[src/rtl/transmitter.sv]
// 8N1 UART transmitter: start bit, 8 data bits LSB first, stop bit, then a one-cycle cleanup.
// All outputs are registered; RST asynchronously aborts any frame in progress.
module transmitter #(
    parameter int CLKS_PER_BIT = 868
) (
    input  logic       CLK,
    input  logic       RST,
    input  logic       Tx_DV_in,
    input  logic [7:0] Tx_Byte_in,
    output logic       Tx_Active_out,
    output logic       Tx_Serial_out,
    output logic       Tx_Done_out
);

    localparam int CNT_W = $clog2(CLKS_PER_BIT);
    localparam logic [CNT_W-1:0] LAST_CNT     = CNT_W'(CLKS_PER_BIT - 1);
    localparam logic [CNT_W-1:0] PRE_LAST_CNT = CNT_W'(CLKS_PER_BIT - 2);

    typedef enum logic [2:0] {
        IDLE,
        START,
        DATA,
        STOP,
        CLEANUP
    } state_t;

    state_t           state;
    logic [CNT_W-1:0] clk_cnt;
    logic [2:0]       bit_idx;
    logic [7:0]       tx_byte;

    // NOTE: every register here uses non-blocking assignment so all of them see pre-edge values.
    always_ff @(posedge CLK or posedge RST) begin
        if (RST) begin
            state         <= IDLE;
            clk_cnt       <= '0;
            bit_idx       <= '0;
            tx_byte       <= '0;
            Tx_Serial_out <= 1'b1;
            Tx_Active_out <= 1'b0;
            Tx_Done_out   <= 1'b0;
        end else begin
            // NOTE: the done flag defaults low every cycle, so it can only ever be a one-cycle pulse.
            Tx_Done_out <= 1'b0;
            case (state)
                IDLE: begin
                    clk_cnt       <= '0;
                    bit_idx       <= '0;
                    Tx_Serial_out <= 1'b1;
                    if (Tx_DV_in) begin
                        tx_byte       <= Tx_Byte_in;
                        Tx_Active_out <= 1'b1;
                        Tx_Serial_out <= 1'b0;
                        state         <= START;
                    end
                end

                START: begin
                    if (clk_cnt != LAST_CNT) begin
                        clk_cnt <= clk_cnt + 1'b1;
                    end else begin
                        clk_cnt       <= '0;
                        bit_idx       <= '0;
                        Tx_Serial_out <= tx_byte[0];
                        state         <= DATA;
                    end
                end

                DATA: begin
                    if (clk_cnt != LAST_CNT) begin
                        clk_cnt <= clk_cnt + 1'b1;
                    end else begin
                        clk_cnt <= '0;
                        if (bit_idx != 3'd7) begin
                            bit_idx       <= bit_idx + 3'd1;
                            Tx_Serial_out <= tx_byte[bit_idx + 3'd1];
                        end else begin
                            bit_idx       <= '0;
                            Tx_Serial_out <= 1'b1;
                            state         <= STOP;
                        end
                    end
                end

                STOP: begin
                    // Done and the fall of Active land on the final cycle of the stop bit.
                    if (clk_cnt == PRE_LAST_CNT) begin
                        Tx_Done_out   <= 1'b1;
                        Tx_Active_out <= 1'b0;
                    end
                    if (clk_cnt != LAST_CNT) begin
                        clk_cnt <= clk_cnt + 1'b1;
                    end else begin
                        clk_cnt <= '0;
                        state   <= CLEANUP;
                    end
                end

                CLEANUP: begin
                    Tx_Serial_out <= 1'b1;
                    state         <= IDLE;
                end

                default: state <= IDLE;
            endcase
        end
    end

endmodule

[config.mk]
export PLATFORM = sky130hd
export DESIGN_NAME = transmitter
export DESIGN_NICKNAME = d
export VERILOG_FILES = /design/src/rtl/transmitter.sv
export SDC_FILE = /design/constraint.sdc
export NUM_CORES = 1
export LEC_CHECK = 0
export BUFFER_PORTS_ARGS = -buffer_cell sky130_fd_sc_hd__buf_2
export CORE_ASPECT_RATIO = 1.75
export CORE_MARGIN = 5
export CORE_UTILIZATION = 34
export DETAILED_ROUTE_END_ITERATION = 6
export GPL_ROUTABILITY_DRIVEN = 0
export SLEW_MARGIN = 15
export SYNTH_ARGS = -nofsm -noshare
export SYNTH_HDL_FRONTEND = slang
export SYNTH_SLANG_ARGS = --single-unit
[constraint.sdc]
create_clock -name CLK -period 3.2 [get_ports CLK]
set_input_delay 0.32 -clock CLK [delete_from_list [all_inputs] [get_ports CLK]]
set_output_delay 0.32 -clock CLK [all_outputs]
set_load 0.005 [all_outputs]
==> reports/metrics.cfg, run 1 <==
[run_status]
status = finished clean

[synth]
synth.net_count = 143
synthCells = 128
syn_avg_cell_area_um2 = 11.0
synthDominantCellAreaShare_pct = 46.0
yosys-top-cells-count = dfrtp_1, nor2_1, nand2_1
synth-seq-cells = 27
synthArstFlopShare_pct = 100
synth.distinct_cells = 37
synth_edf_count = 0
synth_top_area_cell = dfrtp_1
ys_seq_area_share_pct = 47.9
yosysWarnings = 0
ys.flop_type = dfrtp_1
synth_top_cells_by_area = dfrtp_1, mux2_2, nor2_1
syn-cell-area_um2 = 1410
synth_most_common_cell = dfrtp_1

[power]
ir_worst_vdd_mv = 0.394
total_power_mw = 0.824
power_leakage_nw = 0.715
power_density_nw_per_um2 = 524

[cells_and_area]
diodes = 0
synthToLayoutAreaGrowth_pct = 11.2
nets = 158
fin_area_um2 = 1570
drive_above_1_share_pct = 26.1
utilization_pct = 38.6

[cts]
cts_setup_buffers = 0
clockBufferDepth = 2
h-tree-depth = 1
clock_sinks = 27
clkLatencyLatePin_ns = 0.27
clk_pin_slew_ns = 0.10
cts_buffers = 3
cts_tree = built
cts_hold_buffers = 0
cts_resized = 0
cts_root_buf = clkbuf_8

[timing]
maxSlewHeadroom_pct = 32.8
tns_ns = 0
fmax_mhz = 555
min_period_over_period_pct = 56.3
finalCriticalPeriod_ns = 1.80
finalSetupViolCount = 0
tightest_slew_ns = 1.01
slew_viol_final = 0
final_hold_viol_count = 0
worst_clock_skew_ns = 0.00916
rsz0062_at_grt = false

[drt]
drc_errors = 0
vias_per_cell = 5.43
dr.pass1.iters = 4
drtAntennaViolNets = 0
drtIter0Drc = 18
wl_per_cell_um = 15.4
vias = 1038
wirelength_mm = 2.95

[setup_path]
crit_path_start_kind = flip-flop
cp-end-kind = flip-flop
reg2reg_from = state[2]
rrSetupSlack_ns = 1.40
path_class = flip-flop to flip-flop
crit_fanout = 16
worstReg2RegEnd = tx_byte[4]
cp.required_ns = 3.36
worst_ep_arrival_time_ns = 1.96
rr_worst_depth = 3

[floorplanning]
initial_core_util_pct = 34.7
core_area_um2 = 4070
die_w_um = 58.7
rows = 31
die_area_um2 = 5600
io_pins = 14
die_height_um = 95.3

[global_route]
grt_pass1_vias = 1051
grt_max_degree = 28
antenna_found_initial = 0
grt_pass1_wl_mm = 4.95
grtUsageTotal_pct = 11.5
overflow = 0

[placed_design]
postPlaceCellArea_um2 = 1530
port_buffers = 13
dp_hpwl_mm = 2.32

[hold_path]
hold_class = input port to async pin

[flow_run]
drv_cap = 0

==> worst max-delay path, cell delays in order, from the launching register on <==
cell and delay, ns:
dfrtp_1 0.60, nor2_1 0.26, and3_1 0.44, mux2_2 0.39
==> routing by layer <==
layer  global-route usage (%)  share of wire [%]
met3                     1.90                3.6
met1                     11.9                 36
met4                     3.97               0.85
met2                     22.2                 60
met5                        0                  0
==> layout by cell type (no fill, tap or decap), types with 2 or more instances in the layout <==
master,instances
dfrtp_1,26
nor2_1,14
buf_2,13
nand2_1,10
mux2_2,8
and3_1,7
nand3_1,6
inv_1,5
xnor2_1,4
nand4_1,4
ha_1,4
xor2_1,3
o21ai_0,3
clkbuf_8,3
and4bb_4,2
nor3_1,2
nor2b_1,2
a41oi_1,2
a22o_1,2
a21oi_1,2
mux4_2,2
==> per-stage QoR <==
| step | instances | hold slack (ns) | setup WS, ns |
|---|---|---|---|
| floorplan | 128 | 0.372 | 1.66 |
| global route | 191 | 0.267 | 1.27 |
| detailed placement | 187 | 0.494 | 1.40 |
| global placement | 187 | 0.489 | 1.40 |
| CTS | 191 | 0.272 | 1.38 |
| finish | 191 | 0.271 | 1.40 |
==> state kept, by name, indices dropped and copies added (netlist names) <==
name,cells
clk_cnt,10
tx_byte,8
bit_idx,3
state,3
Tx_Active_out,1
Tx_Done_out,1
Tx_Serial_out,1
==> worst max path at each step <==
| stage | cells past startpoint | startpoint | slack (ns) | end |
|---|---|---|---|---|
| finish | 3 | state[2] | 1.40 | tx_byte[4] |
| global route | 3 | state[2] | 1.27 | tx_byte[4] |
| CTS | 3 | state[2] | 1.38 | tx_byte[4] |
| detailed placement | 3 | state[2] | 1.40 | tx_byte[4] |
| global placement | 3 | state[2] | 1.40 | tx_byte[2] |
| floorplan | 5 | clk_cnt[0] | 1.66 | Tx_Serial_out |
==> power breakdown <==
part	total, mW	internal [mW]	leakage, nW	switching, mW
Sequential	0.470	0.401	0.339	0.0695
Clock	0.193	0.0873	0.0255	0.106
Combinational	0.160	0.0817	0.351	0.0783
==> cell type report <==
class / count / area, um2
Fill cell: 404 / 2500
Multi-Input combinational cell: 93 / 703
Sequential cell: 27 / 677
Timing Repair Buffer: 13 / 65.1
Tap cell: 49 / 61.3
Clock buffer: 3 / 41.3
Inverter: 5 / 18.8
Clock inverter: 1 / 5.00
==> cell families (layout without fill, tap and decap cells) <==
logic type | after synthesis | count (layout) | synth area share (%)
buf+inv | 8 | 22 | 2.39
simple gates | 53 | 53 | 20.6
fa+ha+maj | 4 | 4 | 3.54
compound gates | 18 | 18 | 10.6
mux | 11 | 11 | 10.6
flops | 27 | 27 | 47.9
xor+xnor | 7 | 7 | 4.34
Power figures use the tool's default switching activity.
==> inputs of run 2 (changes only) <==
- clock period: 3.2 -> 1.8 ns (I/O delays scaled with it)
==> run 2 against run 1 <==
Combinational power is 83% higher. Clock-buffer cell count is 1 higher. Critical path type unchanged. Worst setup slack worse by 1.2 ns. Clock power is 78% higher. Largest power group unchanged. Largest cell class unchanged. Non-clock buffer count is 5 higher. Wire length is 0.68% higher. Utilization is 0.95 points higher.
==> reports/metrics.cfg, run 2 (synthesized netlist as in run 1, its figures left out) <==
[global_route]
grt_max_degree = 28  ; unchanged
grtUsageTotal_pct = 12.1  ; was 11.5%
antenna_found_initial = 0  ; unchanged
overflow = 0  ; unchanged
grt_pass1_vias = 1146  ; was 1051
grt_pass1_wl_mm = 5.24  ; was 4.95 mm

[setup_path]
crit_fanout = 4  ; was 16
reg2reg_from = bit_idx[0]  ; was state[2]
startpoint = bit_idx[0]  ; was state[2]
cp.required_ns = 1.99  ; was 3.36 ns
crit_path_start_kind = flip-flop  ; unchanged
rr_worst_depth = 4  ; was 3
path_class = flip-flop to flip-flop  ; unchanged
worst_ep_arrival_time_ns = 1.82  ; was 1.96 ns
cp-end-kind = flip-flop  ; unchanged

[cts]
cts_tree = built  ; unchanged
clkLatencyLatePin_ns = 0.27  ; about the same
cts_resized = 0  ; unchanged
h-tree-depth = 1  ; unchanged
clk_pin_slew_ns = 0.09  ; was 0.10 ns
cts_setup_buffers = 0  ; unchanged
clock_sinks = 27  ; unchanged
cts_buffers = 3  ; unchanged
clockBufferDepth = 2  ; unchanged
cts_hold_buffers = 1  ; was 0
cts_root_buf = clkbuf_8  ; unchanged

[power]
switching_share_pct = 30.3  ; was 30.8%
clkPwrFrac_pct = 23.5  ; about the same
power_density_nw_per_um2 = 912  ; was 524 nW/um2
power_leakage_nw = 0.736  ; was 0.715 nW
power.internal_mw = 1.02  ; was 0.570 mW
ir_worst_vdd_mv = 0.498  ; was 0.394 mV
seq_power_share_pct = 56.6  ; was 57.1%
combPwrFrac_pct = 20.0  ; was 19.4%
p_switching_mw = 0.444  ; was 0.254 mW

[timing]
slew_viol_final = 0  ; unchanged
min_period_over_period_pct = 90.3  ; was 56.3%
tightest_slew_ns = 0.427  ; was 1.01 ns
fmax_mhz = 615  ; was 555 MHz
maxSlewHeadroom_pct = 71.5  ; was 32.8%
finalCriticalPeriod_ns = 1.63  ; was 1.80 ns
setup_ws_ns = 0.175  ; was 1.40 ns
tns_ns = 0  ; unchanged
final_hold_viol_count = 0  ; unchanged
worst_clock_skew_ns = 0.00610  ; was 0.00916 ns
hold-worst-slack_ns = 0.131  ; was 0.271 ns
finalSetupViolCount = 0  ; unchanged
rsz0062_at_grt = false  ; unchanged

[hold_path]
hold_class = input port to flip-flop  ; was input port to async pin
min_from = Tx_Byte_in[1]
holdPathStages = 2

[floorplanning]
die_height_um = 95.3  ; unchanged
initial_core_util_pct = 34.7  ; unchanged
die_w_um = 58.7  ; unchanged
die_area_um2 = 5600  ; unchanged
rows = 31  ; unchanged
core_area_um2 = 4070  ; unchanged
io_pins = 14  ; unchanged

[cells_and_area]
fill_cells = 402  ; was 404
largest_reg_flops = 10  ; unchanged
final_common_cell = dfrtp_1  ; unchanged
register_area_um2 = 677  ; unchanged
synthToLayoutAreaGrowth_pct = 13.9  ; was 11.2%
nets = 163  ; was 158
top_register = clk_cnt  ; unchanged
diodes = 0  ; unchanged
reg_top3 = clk_cnt (10), tx_byte (8)  ; unchanged
drive_above_1_share_pct = 27.2  ; was 26.1%
layout_common_cells = dfrtp_1, nor2_1, buf_2  ; unchanged
multiInputGateArea_um2 = 703  ; unchanged

[placed_design]
dp_hpwl_mm = 2.38  ; was 2.32 mm
pre_cts_slack_ns = 0.171  ; was 1.40 ns
port_buffers = 13  ; unchanged

[drt]
drtIter0Drc = 13  ; was 18
drtAntennaViolNets = 0  ; unchanged
dr.pass1.iters = 4  ; unchanged
wirelength_mm = 2.97  ; was 2.95 mm
drc_errors = 0  ; unchanged
wl_per_cell_um = 15.1  ; was 15.4 um
vias_per_cell = 5.32  ; was 5.43
vias = 1042  ; was 1038

[flow_run]
drv_cap = 0  ; unchanged

[run_status]
status = finished clean  ; unchanged

-- run 2: cell count changes in the layout (fill, tap and decap cells not counted), sizes merged --
cell / delta
dlygate4sd3: +1
clkbuf: +1
buf: +4
clkinv: -1
-- run 2: power by group through the flow --
stage / clock network [mW] / registers [mW] / logic [mW]
global route: 0.384 / 0.854 / 0.340
CTS: 0.356 / 0.832 / 0.299
detailed placement: 0 / 0.844 / 0.295
floorplan: 0 / 0.809 / 0.229
finish: 0.344 / 0.830 / 0.293
global placement: 0 / 0.837 / 0.285
-- run 2: worst paths after layout --
path / endpoint / slack, ns
setup reg to reg: Tx_Serial_out / 0.17
hold reg to reg: Tx_Active_out / 0.51
max in group asynchronous: Tx_Serial_out / 1.00
setup / recovery: Tx_Serial_out / 0.17
min in group asynchronous: Tx_Active_out / 0.51
hold / removal: tx_byte[1] / 0.13
-- run 2: final cells by class --
| cell class | instances | share of cell area [%] |
|---|---|---|
| flip-flops and latches | 27 | 42.0 |
| inverters | 5 | 1.17 |
| well taps | 49 | 3.81 |
| multi-input cells | 93 | 43.7 |
| repair buffers | 18 | 6.53 |
| clock buffers | 4 | 2.80 |
-- run 2: per-layer routing --
metal / GRT usage (%) / vias to the layer above / wire length (um)
li1: - / 503 / -
met5: 0 / - / 0
met2: 23.4 / 11 / 1750
met3: 1.63 / 4 / 72
met1: 12.9 / 524 / 1110
met4: 3.97 / 0 / 34
-- run 2: worst max-delay path: stages (launching register included) --
cell and delay [ns]:
dfrtp_1 0.45, ha_1 0.36, mux4_2 0.51, nand4_1 0.10, a41oi_1 0.12
-- run 2: metrics by stage --
step                      instance area [um2]  std cells  util [%]  power, mW
after floorplan                          1410        128         -       1.04
after CTS                                1610        196      39.5       1.49
final                                    1610        196      39.5       1.47
after global routing                     1610        196      39.5       1.58
after detailed placement                 1560        191      38.2       1.14
after global placement                   1560        191      38.2       1.12
==> inputs of run 3 (changes only) <==
- BUFFER_PORTS_ARGS: -buffer_cell sky130_fd_sc_hd__buf_2 -> unset
- DONT_BUFFER_PORTS: unset -> 1
- SKIP_CTS_REPAIR_TIMING: unset -> 1
==> run 3 against run 2 <==
Die area did not move. Combinational power fell by 5%. Critical path depth did not move. Utilization fell by 1.4 points. Critical endpoint unchanged. Wire length fell by 0.84%. Hold slack got worse by 0.096 ns. Critical path type unchanged. Sequential share of layout area rose by 1.5 points. Final cell count fell by 6.1%. Largest power group unchanged. Final area fell by 3.5%. Register-to-register slack got worse by 0.04 ns. Clock power rose by 4%.
==> reports/metrics.cfg, run 3 (synthesized netlist as in run 1, its figures left out) <==
[cts]
clock_sinks = 27  ; unchanged
h-tree-depth = 1  ; unchanged
clk_pin_slew_ns = 0.10  ; was 0.09 ns
clkLatencyLatePin_ns = 0.28  ; was 0.27 ns
cts_buffers = 3  ; unchanged
cts_tree = built  ; unchanged
cts_root_buf = clkbuf_8  ; unchanged
clockBufferDepth = 2  ; unchanged

[global_route]
grtUsageTotal_pct = 12.1  ; about the same
grt_pass1_vias = 1089  ; was 1146
overflow = 0  ; unchanged
grt_pass1_wl_mm = 5.06  ; was 5.24 mm
grt_max_degree = 17  ; was 28
antenna_found_initial = 0  ; unchanged

[run_status]
status = finished clean  ; unchanged

[setup_path]
path_class = flip-flop to flip-flop  ; unchanged
worst_ep_arrival_time_ns = 1.86  ; was 1.82 ns
rr_worst_depth = 4  ; unchanged
crit_path_top_delay_cell = mux4_2  ; unchanged
crit_path_start_kind = flip-flop  ; unchanged
crit_chain = ha_1, mux4_2, nand4_1, a41oi_1  ; unchanged
crit_fanout = 4  ; unchanged
cp.required_ns = 1.99  ; about the same
cp-end-kind = flip-flop  ; unchanged
cp_slowest_stage_delay_ns = 0.51  ; about the same

[cells_and_area]
register_area_um2 = 677  ; unchanged
drive_above_1_share_pct = 21.5  ; was 27.2%
fill_cells = 418  ; was 402
top_register = clk_cnt  ; unchanged
layout_common_cells = dfrtp_1, nor2_1, nand2_1  ; was dfrtp_1, nor2_1, buf_2
synthToLayoutAreaGrowth_pct = 9.91  ; was 13.9%
reg_top3 = clk_cnt (10), tx_byte (8)  ; unchanged
utilization_pct = 38.2  ; was 39.5%
final_cells = 184  ; was 196
largest_reg_flops = 10  ; unchanged
fin_area_um2 = 1550  ; was 1610 um2
diodes = 0  ; unchanged
nets = 151  ; was 163
final_common_cell = dfrtp_1  ; unchanged
multiInputGateArea_um2 = 703  ; unchanged

[timing]
tightest_slew_ns = 0.427  ; about the same
finalCriticalPeriod_ns = 1.67  ; was 1.63 ns
fmax_mhz = 600  ; was 615 MHz
final_hold_viol_count = 0  ; unchanged
setup_ws_ns = 0.133  ; was 0.175 ns
rsz0062_at_grt = false  ; unchanged
slew_viol_final = 0  ; unchanged
maxSlewHeadroom_pct = 71.5  ; about the same
tns_ns = 0  ; unchanged
worst_clock_skew_ns = 0.00635  ; was 0.00610 ns
min_period_over_period_pct = 92.6  ; was 90.3%
finalSetupViolCount = 0  ; unchanged

[power]
seq_power_share_pct = 56.7  ; was 56.6%
combPwrFrac_pct = 18.9  ; was 20.0%
p_switching_mw = 0.451  ; was 0.444 mW
power_leakage_nw = 0.692  ; was 0.736 nW
clkPwrFrac_pct = 24.4  ; was 23.5%
switching_share_pct = 30.8  ; was 30.3%
power_density_nw_per_um2 = 942  ; was 912 nW/um2
ir_worst_vdd_mv = 0.653  ; was 0.498 mV
power.internal_mw = 1.01  ; was 1.02 mW

[floorplanning]
die_w_um = 58.7  ; unchanged
core_area_um2 = 4070  ; unchanged
die_height_um = 95.3  ; unchanged
io_pins = 14  ; unchanged
die_area_um2 = 5600  ; unchanged
initial_core_util_pct = 34.7  ; unchanged
rows = 31  ; unchanged

[placed_design]
pre_cts_slack_ns = 0.141  ; was 0.171 ns
dp_hpwl_mm = 2.30  ; was 2.38 mm
port_buffers = 0  ; was 13
postPlaceCellArea_um2 = 1500  ; was 1560 um2
placed_cells = 179  ; was 191

[drt]
drtIter0Drc = 31  ; was 13
wirelength_mm = 2.94  ; was 2.97 mm
vias = 1013  ; was 1042
vias_per_cell = 5.51  ; was 5.32
wl_per_cell_um = 16.0  ; was 15.1 um
drc_errors = 0  ; unchanged
dr.pass1.iters = 4  ; unchanged
drtAntennaViolNets = 0  ; unchanged

[hold_path]
hold_class = input port to flip-flop  ; unchanged
holdPathStages = 1  ; was 2

[flow_run]
drv_cap = 0  ; unchanged

run 3: changes by cell type in the layout (fill, tap and decap cells not counted), sizes merged:
cell / delta
buf: -12
clkbuf: -1
clkinv: +1
run 3: worst paths after layout:
kind	slack (ns)	end	from
setup / recovery	0.13	Tx_Serial_out	bit_idx[0]
hold / removal	0.04	tx_byte[7]	Tx_Byte_in[7]
setup reg to reg	0.13	Tx_Serial_out	bit_idx[0]
hold reg to reg	0.52	tx_byte[5]	tx_byte[5]
max in group asynchronous	0.83	Tx_Serial_out	RST
min in group asynchronous	0.33	tx_byte[6]	RST
run 3: power groups by stage:
stage	logic (mW)	registers, mW	clock network, mW
floorplan	0.229	0.809	0
global placement	0.274	0.841	0
detailed placement	0.278	0.844	0
CTS	0.281	0.831	0.364
global route	0.319	0.850	0.385
finish	0.277	0.830	0.357
run 3: worst max-delay path, delay by kind of cell (launching register included):
family	cells	cell delay [ns]
mux	1	0.51
flops	1	0.45
fa+ha+maj	1	0.37
compound gates	1	0.13
simple gates	1	0.12
run 3: metal layers:
metal	wire length, um	track usage, %	up-vias
li1	-	-	479
met1	1080	11.7	497
met2	1630	21.7	28
met3	102	2.57	9
met4	121	8.88	0
met5	0	0	-
run 3: final cells by class:
type | instances | share of cell area [%]
multi-input combinational | 93 | 45.2
sequential | 27 | 43.6
tap | 49 | 3.95
timing repair buffer | 6 | 3.06
clock buffer | 3 | 2.66
inverter | 5 | 1.21
clock inverter | 1 | 0.322
run 3: metrics by stage:
step	power, mW	hold slack (ns)
2_1_floorplan	1.04	0.232
3_3_place_gp	1.11	0.0832
3_5_place_dp	1.12	0.0883
4_1_cts	1.48	-0.226
5_1_grt	1.55	0.0354
6_report	1.46	0.0354
